`src/rtl/nanorv32_sim_monitor_if.sv`:
```
// Debug-tap and printf-drain signals between the nanorv32 harness and its run monitor.
interface nanorv32_sim_monitor_if #(
    parameter int CYC_W = 32
);
    logic [31:0]      pc_i;
    logic             pc_valid_i;
    logic [31:0]      a0_i;
    logic             illegal_i;
    logic             done_o;
    logic [2:0]       status_o;
    logic             char_valid_o;
    logic [7:0]       char_o;
    logic             char_ready_i;
    logic             line_flush_o;
    logic             overflow_o;
    logic [CYC_W-1:0] cycle_count_o;

    modport master (
        output pc_i, pc_valid_i, a0_i, illegal_i, char_ready_i,
        input  done_o, status_o, char_valid_o, char_o, line_flush_o, overflow_o, cycle_count_o
    );
    modport slave (
        input  pc_i, pc_valid_i, a0_i, illegal_i, char_ready_i,
        output done_o, status_o, char_valid_o, char_o, line_flush_o, overflow_o, cycle_count_o
    );
endinterface

```
`src/rtl/nanorv32_sim_monitor.sv`:
```
// nanorv32 run monitor: verdict FSM, saturating cycle counter and printf FWFT FIFO.
// Optional macro NANORV32_MON_XCHECK_EN adds the simulation-only X-PC verdict (code 6).
module nanorv32_sim_monitor #(
    parameter logic [31:0] PASS_PC        = 32'h0000_0100,
    parameter logic [31:0] PRINTF_PC      = 32'h0000_0088,
    parameter logic [31:0] PASS_MAGIC     = 32'hCAFF_E000,
    parameter logic [31:0] FAIL_MAGIC     = 32'hDEAD_0000,
    parameter int          TIMEOUT_CYCLES = 20000,
    parameter int          BUF_DEPTH      = 16,
    parameter int          CYC_W          = 32
) (
    input logic                   clk,
    input logic                   rst_n,
    nanorv32_sim_monitor_if.slave mon
);
    localparam int               AW      = $clog2(BUF_DEPTH);
    localparam logic [CYC_W-1:0] TO_LAST = CYC_W'(TIMEOUT_CYCLES - 1);

    localparam logic [2:0] ST_PASS    = 3'd1;
    localparam logic [2:0] ST_FAIL    = 3'd2;
    localparam logic [2:0] ST_UNKNOWN = 3'd3;
    localparam logic [2:0] ST_ILLEGAL = 3'd4;
    localparam logic [2:0] ST_TIMEOUT = 3'd5;
    localparam logic [2:0] ST_PC_X    = 3'd6;

    typedef enum logic {RUN, DONE} state_t;

    state_t           state, state_nxt;
    logic [2:0]       status, status_nxt;
    logic [CYC_W-1:0] cycle_count;
    logic             evt, pass_hit, to_hit, pc_x;

    assign pass_hit = mon.pc_valid_i && (mon.pc_i == PASS_PC);
    assign to_hit   = (TIMEOUT_CYCLES != 0) && (cycle_count == TO_LAST);

`ifdef NANORV32_MON_XCHECK_EN
    assign pc_x = mon.pc_valid_i && ((^mon.pc_i) === 1'bx);
`else
    assign pc_x = 1'b0;
`endif

    always_comb begin
        state_nxt  = state;
        status_nxt = status;
        evt        = 1'b0;
        if (state == RUN) begin
            evt = 1'b1;
            if (mon.illegal_i)                status_nxt = ST_ILLEGAL;
            else if (pc_x)                    status_nxt = ST_PC_X;
            else if (pass_hit) begin
                if (mon.a0_i == PASS_MAGIC)      status_nxt = ST_PASS;
                else if (mon.a0_i == FAIL_MAGIC) status_nxt = ST_FAIL;
                else                             status_nxt = ST_UNKNOWN;
            end
            else if (to_hit)                  status_nxt = ST_TIMEOUT;
            else                              evt = 1'b0;
            if (evt) state_nxt = DONE;
        end
    end

    // The verdict cycle does not count, so a timeout leaves the counter at TIMEOUT_CYCLES-1.
    always_ff @(posedge clk) begin
        if (!rst_n) begin
            state       <= RUN;
            status      <= '0;
            cycle_count <= '0;
        end else begin
            state  <= state_nxt;
            status <= status_nxt;
            if (state == RUN && !evt && cycle_count != '1)
                cycle_count <= cycle_count + 1'b1;
        end
    end

    logic [7:0]  mem [BUF_DEPTH];
    logic [AW:0] wr_ptr, rd_ptr;
    logic        empty, full, pop, push_req, push, line_flush, overflow;

    assign empty    = (wr_ptr == rd_ptr);
    assign full     = (wr_ptr[AW] != rd_ptr[AW]) && (wr_ptr[AW-1:0] == rd_ptr[AW-1:0]);
    assign pop      = !empty && mon.char_ready_i;
    assign push_req = (state == RUN) && mon.pc_valid_i && (mon.pc_i == PRINTF_PC);
    assign push     = push_req && (!full || pop);

    always_ff @(posedge clk) begin
        if (!rst_n) begin
            wr_ptr     <= '0;
            rd_ptr     <= '0;
            line_flush <= 1'b0;
            overflow   <= 1'b0;
        end else begin
            if (push) wr_ptr <= wr_ptr + 1'b1;
            if (pop)  rd_ptr <= rd_ptr + 1'b1;
            line_flush <= pop && (mem[rd_ptr[AW-1:0]] == 8'h0A);
            if (push_req && !push) overflow <= 1'b1;
        end
    end

    // Storage needs no reset: char_o is masked while empty.
    always_ff @(posedge clk) begin
        if (push) mem[wr_ptr[AW-1:0]] <= mon.a0_i[7:0];
    end

    assign mon.done_o        = (state == DONE);
    assign mon.status_o      = status;
    assign mon.char_valid_o  = !empty;
    assign mon.char_o        = empty ? 8'h00 : mem[rd_ptr[AW-1:0]];
    assign mon.line_flush_o  = line_flush;
    assign mon.overflow_o    = overflow;
    assign mon.cycle_count_o = cycle_count;
endmodule

```
`src/flat_wrapper.sv`:
```
// flat-port wrapper written by rule: the top's interface ports become plain ports
module nanorv32_sim_monitor_flat 
#(
    parameter logic [31:0] PASS_PC        = 32'h0000_0100,
    parameter logic [31:0] PRINTF_PC      = 32'h0000_0088,
    parameter logic [31:0] PASS_MAGIC     = 32'hCAFF_E000,
    parameter logic [31:0] FAIL_MAGIC     = 32'hDEAD_0000,
    parameter int          TIMEOUT_CYCLES = 20000,
    parameter int          BUF_DEPTH      = 16,
    parameter int          CYC_W          = 32
)
  (clk, rst_n, mon_pc_i, mon_pc_valid_i, mon_a0_i, mon_illegal_i, mon_char_ready_i, mon_done_o, mon_status_o, mon_char_valid_o, mon_char_o, mon_line_flush_o, mon_overflow_o, mon_cycle_count_o);
  nanorv32_sim_monitor_if #(.CYC_W(CYC_W)) mon_i ();
  input logic clk;
  input logic rst_n;
  input wire logic [$bits(mon_i.pc_i)-1:0] mon_pc_i;
  input wire logic [$bits(mon_i.pc_valid_i)-1:0] mon_pc_valid_i;
  input wire logic [$bits(mon_i.a0_i)-1:0] mon_a0_i;
  input wire logic [$bits(mon_i.illegal_i)-1:0] mon_illegal_i;
  input wire logic [$bits(mon_i.char_ready_i)-1:0] mon_char_ready_i;
  output wire logic [$bits(mon_i.done_o)-1:0] mon_done_o;
  output wire logic [$bits(mon_i.status_o)-1:0] mon_status_o;
  output wire logic [$bits(mon_i.char_valid_o)-1:0] mon_char_valid_o;
  output wire logic [$bits(mon_i.char_o)-1:0] mon_char_o;
  output wire logic [$bits(mon_i.line_flush_o)-1:0] mon_line_flush_o;
  output wire logic [$bits(mon_i.overflow_o)-1:0] mon_overflow_o;
  output wire logic [$bits(mon_i.cycle_count_o)-1:0] mon_cycle_count_o;
  assign mon_i.pc_i = mon_pc_i;
  assign mon_i.pc_valid_i = mon_pc_valid_i;
  assign mon_i.a0_i = mon_a0_i;
  assign mon_i.illegal_i = mon_illegal_i;
  assign mon_i.char_ready_i = mon_char_ready_i;
  assign mon_done_o = mon_i.done_o;
  assign mon_status_o = mon_i.status_o;
  assign mon_char_valid_o = mon_i.char_valid_o;
  assign mon_char_o = mon_i.char_o;
  assign mon_line_flush_o = mon_i.line_flush_o;
  assign mon_overflow_o = mon_i.overflow_o;
  assign mon_cycle_count_o = mon_i.cycle_count_o;
  nanorv32_sim_monitor #(.PASS_PC(PASS_PC), .PRINTF_PC(PRINTF_PC), .PASS_MAGIC(PASS_MAGIC), .FAIL_MAGIC(FAIL_MAGIC), .TIMEOUT_CYCLES(TIMEOUT_CYCLES), .BUF_DEPTH(BUF_DEPTH), .CYC_W(CYC_W)) u_core (.clk(clk), .rst_n(rst_n), .mon(mon_i));
endmodule
```
`config.mk`:
```
export PLATFORM = sky130hd
export DESIGN_NAME = nanorv32_sim_monitor_flat
export DESIGN_NICKNAME = d
export VERILOG_FILES = /design/src/rtl/nanorv32_sim_monitor_if.sv /design/src/rtl/nanorv32_sim_monitor.sv /design/src/flat_wrapper.sv
export SDC_FILE = /design/constraint.sdc
export NUM_CORES = 1
export LEC_CHECK = 0
export CAP_MARGIN = 20
export CORE_MARGIN = 2
export CORE_UTILIZATION = 58
export CTS_BUF_LIST = sky130_fd_sc_hd__clkbuf_16
export CTS_CLUSTER_DIAMETER = 60
export CTS_CLUSTER_SIZE = 12
export DETAILED_ROUTE_END_ITERATION = 10
export GPL_TIMING_DRIVEN = 0
export PLACE_DENSITY_LB_ADDON = 0.3
export SYNTH_ARGS = -nofsm -noshare
export SYNTH_HDL_FRONTEND = slang
export SYNTH_SLANG_ARGS = --single-unit
```
`constraint.sdc`:
```
create_clock -name clk -period 6.6 [get_ports clk]
set_input_delay 1.32 -clock clk [delete_from_list [all_inputs] [get_ports clk]]
set_output_delay 1.32 -clock clk [all_outputs]
set_load 0.03 [all_outputs]
```
==> flow_summary.json, run 1 <==
{
  "cts_tree": "yes",
  "syn_area_um2": 7840,
  "netlist_instances": 574,
  "mostFrequentLayoutCells": "edfxtp_1, clkdlybuf4s50_1, dfxtp_1, nor2_1, nand3_1",
  "die_w_um": 120,
  "slowest_stage": "clkdlybuf4s50_1",
  "drtPass1Iterations": 8,
  "synth_cell_type_count": 48,
  "hold_viol_final": 0,
  "seq_area_frac_synth_pct": 62.3,
  "ioPinCount": 116,
  "insertion_delay_ns": 0.42,
  "holdCritStartpoint": "u_core.mon.overflow_o$_SDFFE_PN0P_",
  "period_share_pct": 75.1,
  "status": "complete, no violations",
  "worstReg2RegEnd": "u_core.mem[0][6]$_DFFE_PP_",
  "drive_gt1_share_pct": 9.82,
  "fmaxAchievable_mhz": 202,
  "die_h_um": 120,
  "portBuffers": 115,
  "min_path_type": "reg -> reg",
  "maxSlewViolCount": 0,
  "wl_per_cell_um": 22.3,
  "fp.coreArea_um2": 13200,
  "dp_hpwl_um": 13600,
  "startpoint_type": "flip-flop",
  "grt_max_degree": 18,
  "synthToLayoutAreaGrowth_pct": 25.1,
  "grt_overflow_total": 0,
  "fin_hold_ws_ns": 0.478,
  "cts.path.max_buffers": 2,
  "ff2ff_path_depth": 8,
  "synth_area_leaders": "edfxtp_1, dfxtp_1, mux4_2, mux4_1, nand4_1",
  "nets": 785,
  "critPathCaptureType": "primary output",
  "p_leak_nw": 3.10,
  "initial_utilization_pct": 59.2,
  "post-place-ws_ns": 1.54,
  "critPathKind": "reg -> out",
  "clockRootBuffer": "clkbuf_16",
  "drc_errors": 0,
  "cts_buffers": 17,
  "r2r_start": "u_core.mon.done_o$_SDFF_PN0_",
  "tightest_slew_ns": 1.14,
  "slew_headroom_pct": 23.7,
  "dp_cells": 867,
  "finalWeightedCongestion": 0.929,
  "maxCapViolations": 0,
  "hold_depth": 2,
  "crit_top_cell": "mux4_2",
  "setup_ws_ns": 1.64,
  "path_cells": "buf_1 > clkbuf_1 > mux4_2 > mux4_2 > and2_1 > clkdlybuf4s50_1",
  "crit_fanout": 10,
  "synth_area_leader_cell": "edfxtp_1",
  "hold_buffers": 0,
  "layout_commonest_cell": "edfxtp_1",
  "clk_pin_slew_ns": 0.06,
  "grt_pass1_wl_um": 31000,
  "grt_usage_pct": 29.0,
  "n_antenna_cell": 0,
  "synth_seq_cells": 180,
  "viasPerCell": 6.50,
  "dieArea_um2": 14500,
  "first_iter_violations": 750,
  "drt_wl_total_um": 20000,
  "fin_cells": 899,
  "rsz0062_at_grt": "no",
  "power_density_nw_per_um2": 233,
  "vias": 5847,
  "ys_warn_count": 0,
  "syn_avg_cell_area_um2": 13.7,
  "ir_drop_mv": 0.163,
  "max_stage_delay_ns": 0.59,
  "synth_top_area_share_pct": 49.0,
  "min_period_ns": 4.96,
  "grt_pass1_vias": 5818,
  "num_rows": 42,
  "synth_edf_count": 128,
  "post_cts_resized": 0,
  "worstPathArrival_ns": 3.64,
  "rrSetupSlack_ns": 3.25,
  "ant_nets": 0,
  "clock_skew_ns": 0.00879,
  "required_ns": 5.28,
  "cts_setup_buffers": 0,
  "min_to": "u_core.mon.overflow_o$_SDFFE_PN0P_",
  "htree_num_levels": 4,
  "synthArstFlopShare_pct": 0,
  "antenna_found_initial": 1,
  "synth-main-ff-cell": "edfxtp_1",
  "syn-num-nets": 649,
  "cts.sinks": 180,
  "fin_setup_tns_ns": 0,
  "finalSetupViolations": 0
}
==> how the worst max path moves through the flow <==
stage / from / endpoint / depth (start not counted)
global route: flip-flop / mon_char_o[6] / 6
floorplan: mon_pc_i[24] / u_core.mem[0][0]$_DFFE_PP_ / 7
CTS: flip-flop / mon_char_o[6] / 6
finish: flip-flop / mon_char_o[6] / 6
detailed placement: mon_pc_i[29] / u_core.mem[0][5]$_DFFE_PP_ / 9
global placement: mon_pc_i[29] / u_core.mem[2][5]$_DFFE_PP_ / 8
==> through the flow <==
stage          total power, mW  utilization [%]  instance area (um2)
6_report                  2.28             74.1                 9810
5_1_grt                   2.35             74.1                 9810
4_1_cts                   2.29             74.1                 9810
3_5_place_dp              1.32             69.7                 9240
3_3_place_gp              1.32             69.5                 9210
2_1_floorplan             1.25                -                 7840
==> routing by layer <==
metal  part of all wire (%)  global-route usage, %
met5                  0.065                      0
met4                    2.2                   7.92
met2                     51                   49.2
met1                     36                   36.8
met3                     11                   8.30
==> state kept, by name (all words and copies together), names as in the netlist, named ones only <==
| signal | cells |
|---|---|
| u_core.mem | 128 |
| u_core.mon.overflow_o | 1 |
| u_core.mon.done_o | 1 |
| u_core.wr_ptr | 5 |
| u_core.mon.status_o | 3 |
| u_core.mon.cycle_count_o | 32 |
| u_core.rd_ptr | 5 |
| u_core.mon.line_flush_o | 1 |
==> cells by family (layout without fill, tap and decap cells) <==
kind of cell             Yosys count  in the layout  share of synthesized area [%]
AND/OR/NAND/NOR                  226            226                           16.0
adder cells (fa/ha/maj)            6              6                          0.958
flip-flops                       180            180                           62.3
multiplexers                      40             40                           11.3
AO/OA/AOI/OAI                     68             68                           5.43
XOR/XNOR                          14             14                           1.56
buffers and inverters             40            189                           2.44
==> cell usage after synthesis (2+ instances only) <==
cell type	number
nor2b_1	2
o21a_1	3
nand2_1	27
a31oi_1	2
nand4_1	28
nand2b_1	9
o21ai_0	10
nor4_2	2
and3_1	13
and2_0	2
nor4_1	19
o31a_1	3
edfxtp_1	128
clkbuf_1	17
mux4_1	10
and4_1	4
o41ai_1	2
a21oi_1	27
ha_1	6
inv_1	10
nand3_1	31
and2_1	10
a22oi_1	4
nor4b_1	3
mux4_2	26
dfxtp_1	52
xor2_1	6
nor3_1	13
or3_1	12
buf_2	7
nor2_1	36
o31ai_1	12
xnor2_1	8
mux2i_1	4
or4_1	12
o311ai_0	2
==> critical path: cells and delay by family, from the launching register on <==
| kind | cells | cell delay, ns |
|---|---|---|
| mux | 2 | 0.95 |
| flops | 1 | 0.44 |
| simple gates | 1 | 0.20 |
| buf+inv | 3 | 1.64 |
==> power breakdown <==
group / internal, mW / total (mW) / leakage [nW] / switching [mW]
Combinational: 0.0438 / 0.0830 / 1.24 / 0.0392
Clock: 0.585 / 0.990 / 0.293 / 0.405
Sequential: 1.21 / 1.21 / 1.57 / 0.00222
==> final cells by class <==
type | instances | area [um2]
multi-input combinational | 354 | 2770
buffer | 30 | 154
clock inverter | 15 | 149
tap | 176 | 220
timing repair buffer | 117 | 1170
clock buffer | 17 | 425
fill | 840 | 3430
sequential | 180 | 4880
inverter | 10 | 37.5
No activity file was read; power rests on OpenSTA's default activity.
==> run 2: changes to the inputs <==
CORE_UTILIZATION = 49   (was 58)
clock period = 4.4 ns   (was 6.6 ns; I/O delays follow)
==> run 2 against run 1 <==
  * Routed wire length fell by 0.98%
  * Critical path type unchanged
  * Power rose by 42%
  * Design area fell by 0.18%
  * Largest cell class unchanged
==> flow_summary.json, run 2 (synthesized netlist as in run 1, its figures left out) <==
{
  "vias": 5690,
  "critPathCaptureType": "primary output",
  "cts_setup_buffers": 0,
  "dp_hpwl_um": 13600,
  "clockRootBuffer": "clkbuf_16",
  "clk_pin_slew_ns": 0.06,
  "dieArea_um2": 17000,
  "hold_viol_final": 0,
  "startpoint_type": "flip-flop",
  "status": "complete, no violations",
  "power_density_nw_per_um2": 332,
  "num_rows": 46,
  "fp.coreArea_um2": 15800,
  "maxSlewViolCount": 0,
  "rsz0062_at_grt": "no",
  "clock_skew_ns": 0.0117,
  "required_ns": 3.52,
  "cts.sinks": 180,
  "drc_errors": 0,
  "finalPower_mw": 3.25,
  "largest_register_ffs": 128,
  "maxCapViolations": 0,
  "drt_wl_total_um": 19800,
  "finalSetupViolations": 0,
  "nets": 784,
  "cts_buffers": 17,
  "ant_nets": 0,
  "worstPathArrival_ns": 3.15,
  "grt_pass1_vias": 5486,
  "period_share_pct": 91.7,
  "utilization_pct": 62.1,
  "min_period_ns": 4.03,
  "drtPass1Iterations": 5,
  "viasPerCell": 6.07,
  "grtUsageMet1_pct": 30.8,
  "antenna_found_initial": 0,
  "htree_num_levels": 4,
  "cts.path.max_buffers": 2,
  "grt_pass1_wl_um": 30100,
  "fmaxAchievable_mhz": 248,
  "grt_overflow_total": 0,
  "mostFrequentLayoutCells": "edfxtp_1, clkdlybuf4s50_1, dfxtp_1, nor2_1, nand3_1",
  "layout_commonest_cell": "edfxtp_1",
  "grt_usage_pct": 24.0,
  "use_met3_pct": 5.54,
  "insertion_delay_ns": 0.43,
  "portBuffers": 115,
  "finalWeightedCongestion": 0.879,
  "tightest_slew_ns": 1.06,
  "critPathKind": "reg -> out",
  "use_met2_pct": 41.3,
  "min_path_type": "reg -> reg",
  "wl_per_cell_um": 21.1,
  "n_antenna_cell": 0,
  "busiest_layer": "met2",
  "slew_headroom_pct": 29.2,
  "drive_gt1_share_pct": 9.56,
  "initial_utilization_pct": 49.7,
  "p_leak_nw": 3.07,
  "die_h_um": 130,
  "grt_max_degree": 20,
  "die_w_um": 130,
  "hold_buffers": 0,
  "crit_fanout": 19,
  "synthToLayoutAreaGrowth_pct": 24.9,
  "ir_drop_mv": 0.273,
  "cts_tree": "yes",
  "rrSetupSlack_ns": 1.29,
  "first_iter_violations": 589,
  "ioPinCount": 116
}
[run 2: cell types whose count changed in the layout (fill, tap and decap cells not counted), sizes merged]
cell      previous run  this run
bufinv               3         0
clkbuf              36        35
clkinv               5         9
clkinvlp             2         1
[run 2: per-layer routing]
metal / share of wire [%] / routed length (um) / vias to the layer above
met5: 0 / 0 / -
met2: 51 / 10100 / 310
met1: 41 / 8050 / 2793
met3: 7.5 / 1500 / 22
li1: - / - / 2565
met4: 1.1 / 224 / 0
[run 2: worst paths after layout]
check / startpoint / end / cells after the start
worst max-delay path: flip-flop / mon_char_o[6] / 6
worst min-delay path: u_core.mon.status_o[1]$_SDFFE_PN0P_ / u_core.mon.status_o[1]$_SDFFE_PN0P_ / 2
worst max register to register: u_core.mon.done_o$_SDFF_PN0_ / u_core.mem[1][7]$_DFFE_PP_ / 8
worst min register to register: u_core.mon.status_o[1]$_SDFFE_PN0P_ / u_core.mon.status_o[1]$_SDFFE_PN0P_ / 2
[run 2: layout make-up]
class                      count  area, um2
fill                        1213       5980
sequential                   180       4880
multi-input combinational    354       2770
timing repair buffer         118       1180
clock buffer                  17        425
tap                          216        270
buffer                        28        146
clock inverter                15       77.6
inverter                      10       37.5
[run 2: repair_timing]
action,in CTS,in global routing
gates resized for setup,1,0
cloned,0,0
setup endpoints to repair,3,3
[run 2: worst max-delay path: stages, from the launching register on]
cell and delay (ns):
dfxtp_1 0.32, buf_6 0.13, buf_4 0.37, mux4_2 0.60, mux4_2 0.51, and2_1 0.19
clkdlybuf4s50_1 0.59
[run 2: stage by stage]
step                TNS [ns]  setup slack (ns)  std cells  hold WS (ns)  area, um2
floorplan                  0              1.27        574         0.455       7840
global placement       -5.52            -0.266        905         0.471       9260
detailed placement   -0.0276          -0.00417        907         0.496       9290
CTS                        0            0.0482        938         0.506       9790
global route               0             0.237        938         0.546       9790
finish                     0             0.366        938         0.511       9790
[run 2: power breakdown]
part           switching [mW]  internal (mW)
Sequential            0.00369           1.81
Clock                   0.606          0.704
Combinational          0.0581         0.0658
Total                   0.668           2.58
==> run 3: changes to the inputs <==
CORE_UTILIZATION = 48   (was 49)
==> run 3 against run 2 <==
  * Count of clock-buffer cells in the layout stayed put
  * First-iteration DRC count is 11% lower
  * Routed wire length is 3.0% lower
  * Fmax is 1.3% lower
  * Largest cell class unchanged
  * Sequential share of layout area is 0.35 points lower
  * Power is 5.8% higher
  * Via count is 0.93% lower
  * Critical endpoint unchanged
  * Critical path type unchanged
  * Sequential cell count stayed put
  * Highest routed layer unchanged
==> flow_summary.json, run 3 (synthesized netlist as in run 1, its figures left out) <==
{
  "status": "complete, no violations",
  "cts_buffers": 17,
  "layout_commonest_cell": "edfxtp_1",
  "grt_usage_pct": 22.9,
  "ir_drop_mv": 0.279,
  "grt_pass1_wl_um": 30400,
  "synthToLayoutAreaGrowth_pct": 25.8,
  "path_cells": "clkbuf_2 > clkbuf_2 > mux4_2 > mux4_2 > and2_1 > clkdlybuf4s50_1",
  "post-place-ws_ns": 0.0827,
  "n_antenna_cell": 0,
  "cts_setup_buffers": 0,
  "clockRootBuffer": "clkbuf_16",
  "fmaxAchievable_mhz": 245,
  "tightest_slew_ns": 1.11,
  "startpoint_type": "flip-flop",
  "power_density_nw_per_um2": 349,
  "first_iter_violations": 522,
  "min_path_type": "reg -> reg",
  "dp_cells": 905,
  "nets": 782,
  "multi_input_comb_area_um2": 2780,
  "fin_cells": 936,
  "setup_ws_ns": 0.314,
  "cts_tree": "yes",
  "wl_per_cell_um": 20.5,
  "period_share_pct": 92.9,
  "mostFrequentLayoutCells": "edfxtp_1, clkdlybuf4s50_1, dfxtp_1, nor2_1, nand3_1",
  "slowest_stage": "clkdlybuf4s50_1",
  "num_rows": 46,
  "initial_utilization_pct": 49.2,
  "fin_setup_tns_ns": 0,
  "clock_skew_ns": 0.0154,
  "drtPass1Iterations": 5,
  "n_fill_cell": 1188,
  "viasPerCell": 6.02,
  "hold_buffers": 0,
  "register_area_um2": 4880,
  "die_w_um": 132,
  "dieArea_um2": 17400,
  "crit_family": "buffers and inverters",
  "grt_max_degree": 18,
  "die_h_um": 132,
  "cts.sinks": 180,
  "vias": 5637,
  "max_stage_delay_ns": 0.59,
  "htree_num_levels": 4,
  "required_ns": 3.52,
  "finalSetupViolations": 0,
  "insertion_delay_ns": 0.44,
  "p_leak_nw": 3.09,
  "maxSlewViolCount": 0,
  "min_period_ns": 4.09,
  "cts.path.max_buffers": 2,
  "dp_hpwl_um": 13300,
  "ant_nets": 0,
  "final_area_um2": 9860,
  "drt_wl_total_um": 19200,
  "hold_viol_final": 0,
  "critPathCaptureType": "primary output",
  "slew_headroom_pct": 25.7,
  "critPathKind": "reg -> out",
  "antenna_found_initial": 0,
  "cp_num_buf_inv": 3,
  "grt_overflow_total": 0,
  "drive_gt1_share_pct": 10.4,
  "finalWeightedCongestion": 0.943,
  "clk_pin_slew_ns": 0.07,
  "grt_pass1_vias": 5558,
  "rsz0062_at_grt": "no",
  "maxCapViolations": 0,
  "fp.coreArea_um2": 15900,
  "place_area_um2": 9280,
  "ioPinCount": 116,
  "largest_register_ffs": 128,
  "crit_fanout": 10,
  "drc_errors": 0,
  "worstPathArrival_ns": 3.21,
  "portBuffers": 115
}
## run 3: area by class of cell
| cell class | count | share of cell area, % |
|---|---|---|
| Clock buffer | 17 | 4.31 |
| Inverter | 10 | 0.381 |
| Tap cell | 216 | 2.74 |
| Timing Repair Buffer | 115 | 11.7 |
| Clock inverter | 15 | 1.60 |
| Sequential cell | 180 | 49.5 |
| Buffer | 29 | 1.54 |
| Multi-Input combinational cell | 354 | 28.2 |
## run 3: routing by layer
layer	vias to the layer above	routed length (um)	global-route usage (%)
met3	33	1640	5.31
met5	-	0	0
li1	2551	-	-
met1	2752	7910	31.0
met4	0	381	7.49
met2	301	9290	36.9
## run 3: path summary, 6_finish.rpt
kind / endpoint / from / cells past startpoint / slack, ns
max: mon_char_o[6] / flip-flop / 6 / 0.31
min: u_core.mon.status_o[2]$_SDFFE_PN0P_ / u_core.mon.status_o[2]$_SDFFE_PN0P_ / 2 / 0.51
max reg2reg: u_core.mem[6][0]$_DFFE_PP_ / u_core.wr_ptr[2]$_SDFFE_PN0P_ / 8 / 1.39
min reg2reg: u_core.mon.status_o[2]$_SDFFE_PN0P_ / u_core.mon.status_o[2]$_SDFFE_PN0P_ / 2 / 0.51
## run 3: power breakdown
part	leakage [nW]	internal, mW	switching, mW
clock network	0.284	0.843	0.658
registers	1.57	1.81	0.00369
logic	1.24	0.0657	0.0584
total	3.09	2.72	0.720
## run 3: per-stage QoR
step | hold slack, ns | utilization (%) | power (mW)
after detailed placement | 0.492 | 58.2 | 1.98
after floorplan | 0.455 | - | 1.88
after global routing | 0.524 | 61.9 | 3.53
after global placement | 0.471 | 58.1 | 1.97
final | 0.507 | 61.9 | 3.44
after CTS | 0.509 | 61.9 | 3.46
## run 3: repair_timing
action,CTS,global route
pin swaps,0,0
gates resized for setup,1,1
gates cloned,0,0
setup endpoints to repair,3,3
## run 3: worst reg2reg max path, stage by stage, from the launching register on
cell	delay [ns]
dfxtp_1	0.30
clkbuf_1	0.44
xnor2_1	0.16
nand4_1	0.13
or3_1	0.21
and2_0	0.15
clkbuf_1	0.24
nand2_1	0.17
nor2_1	0.83
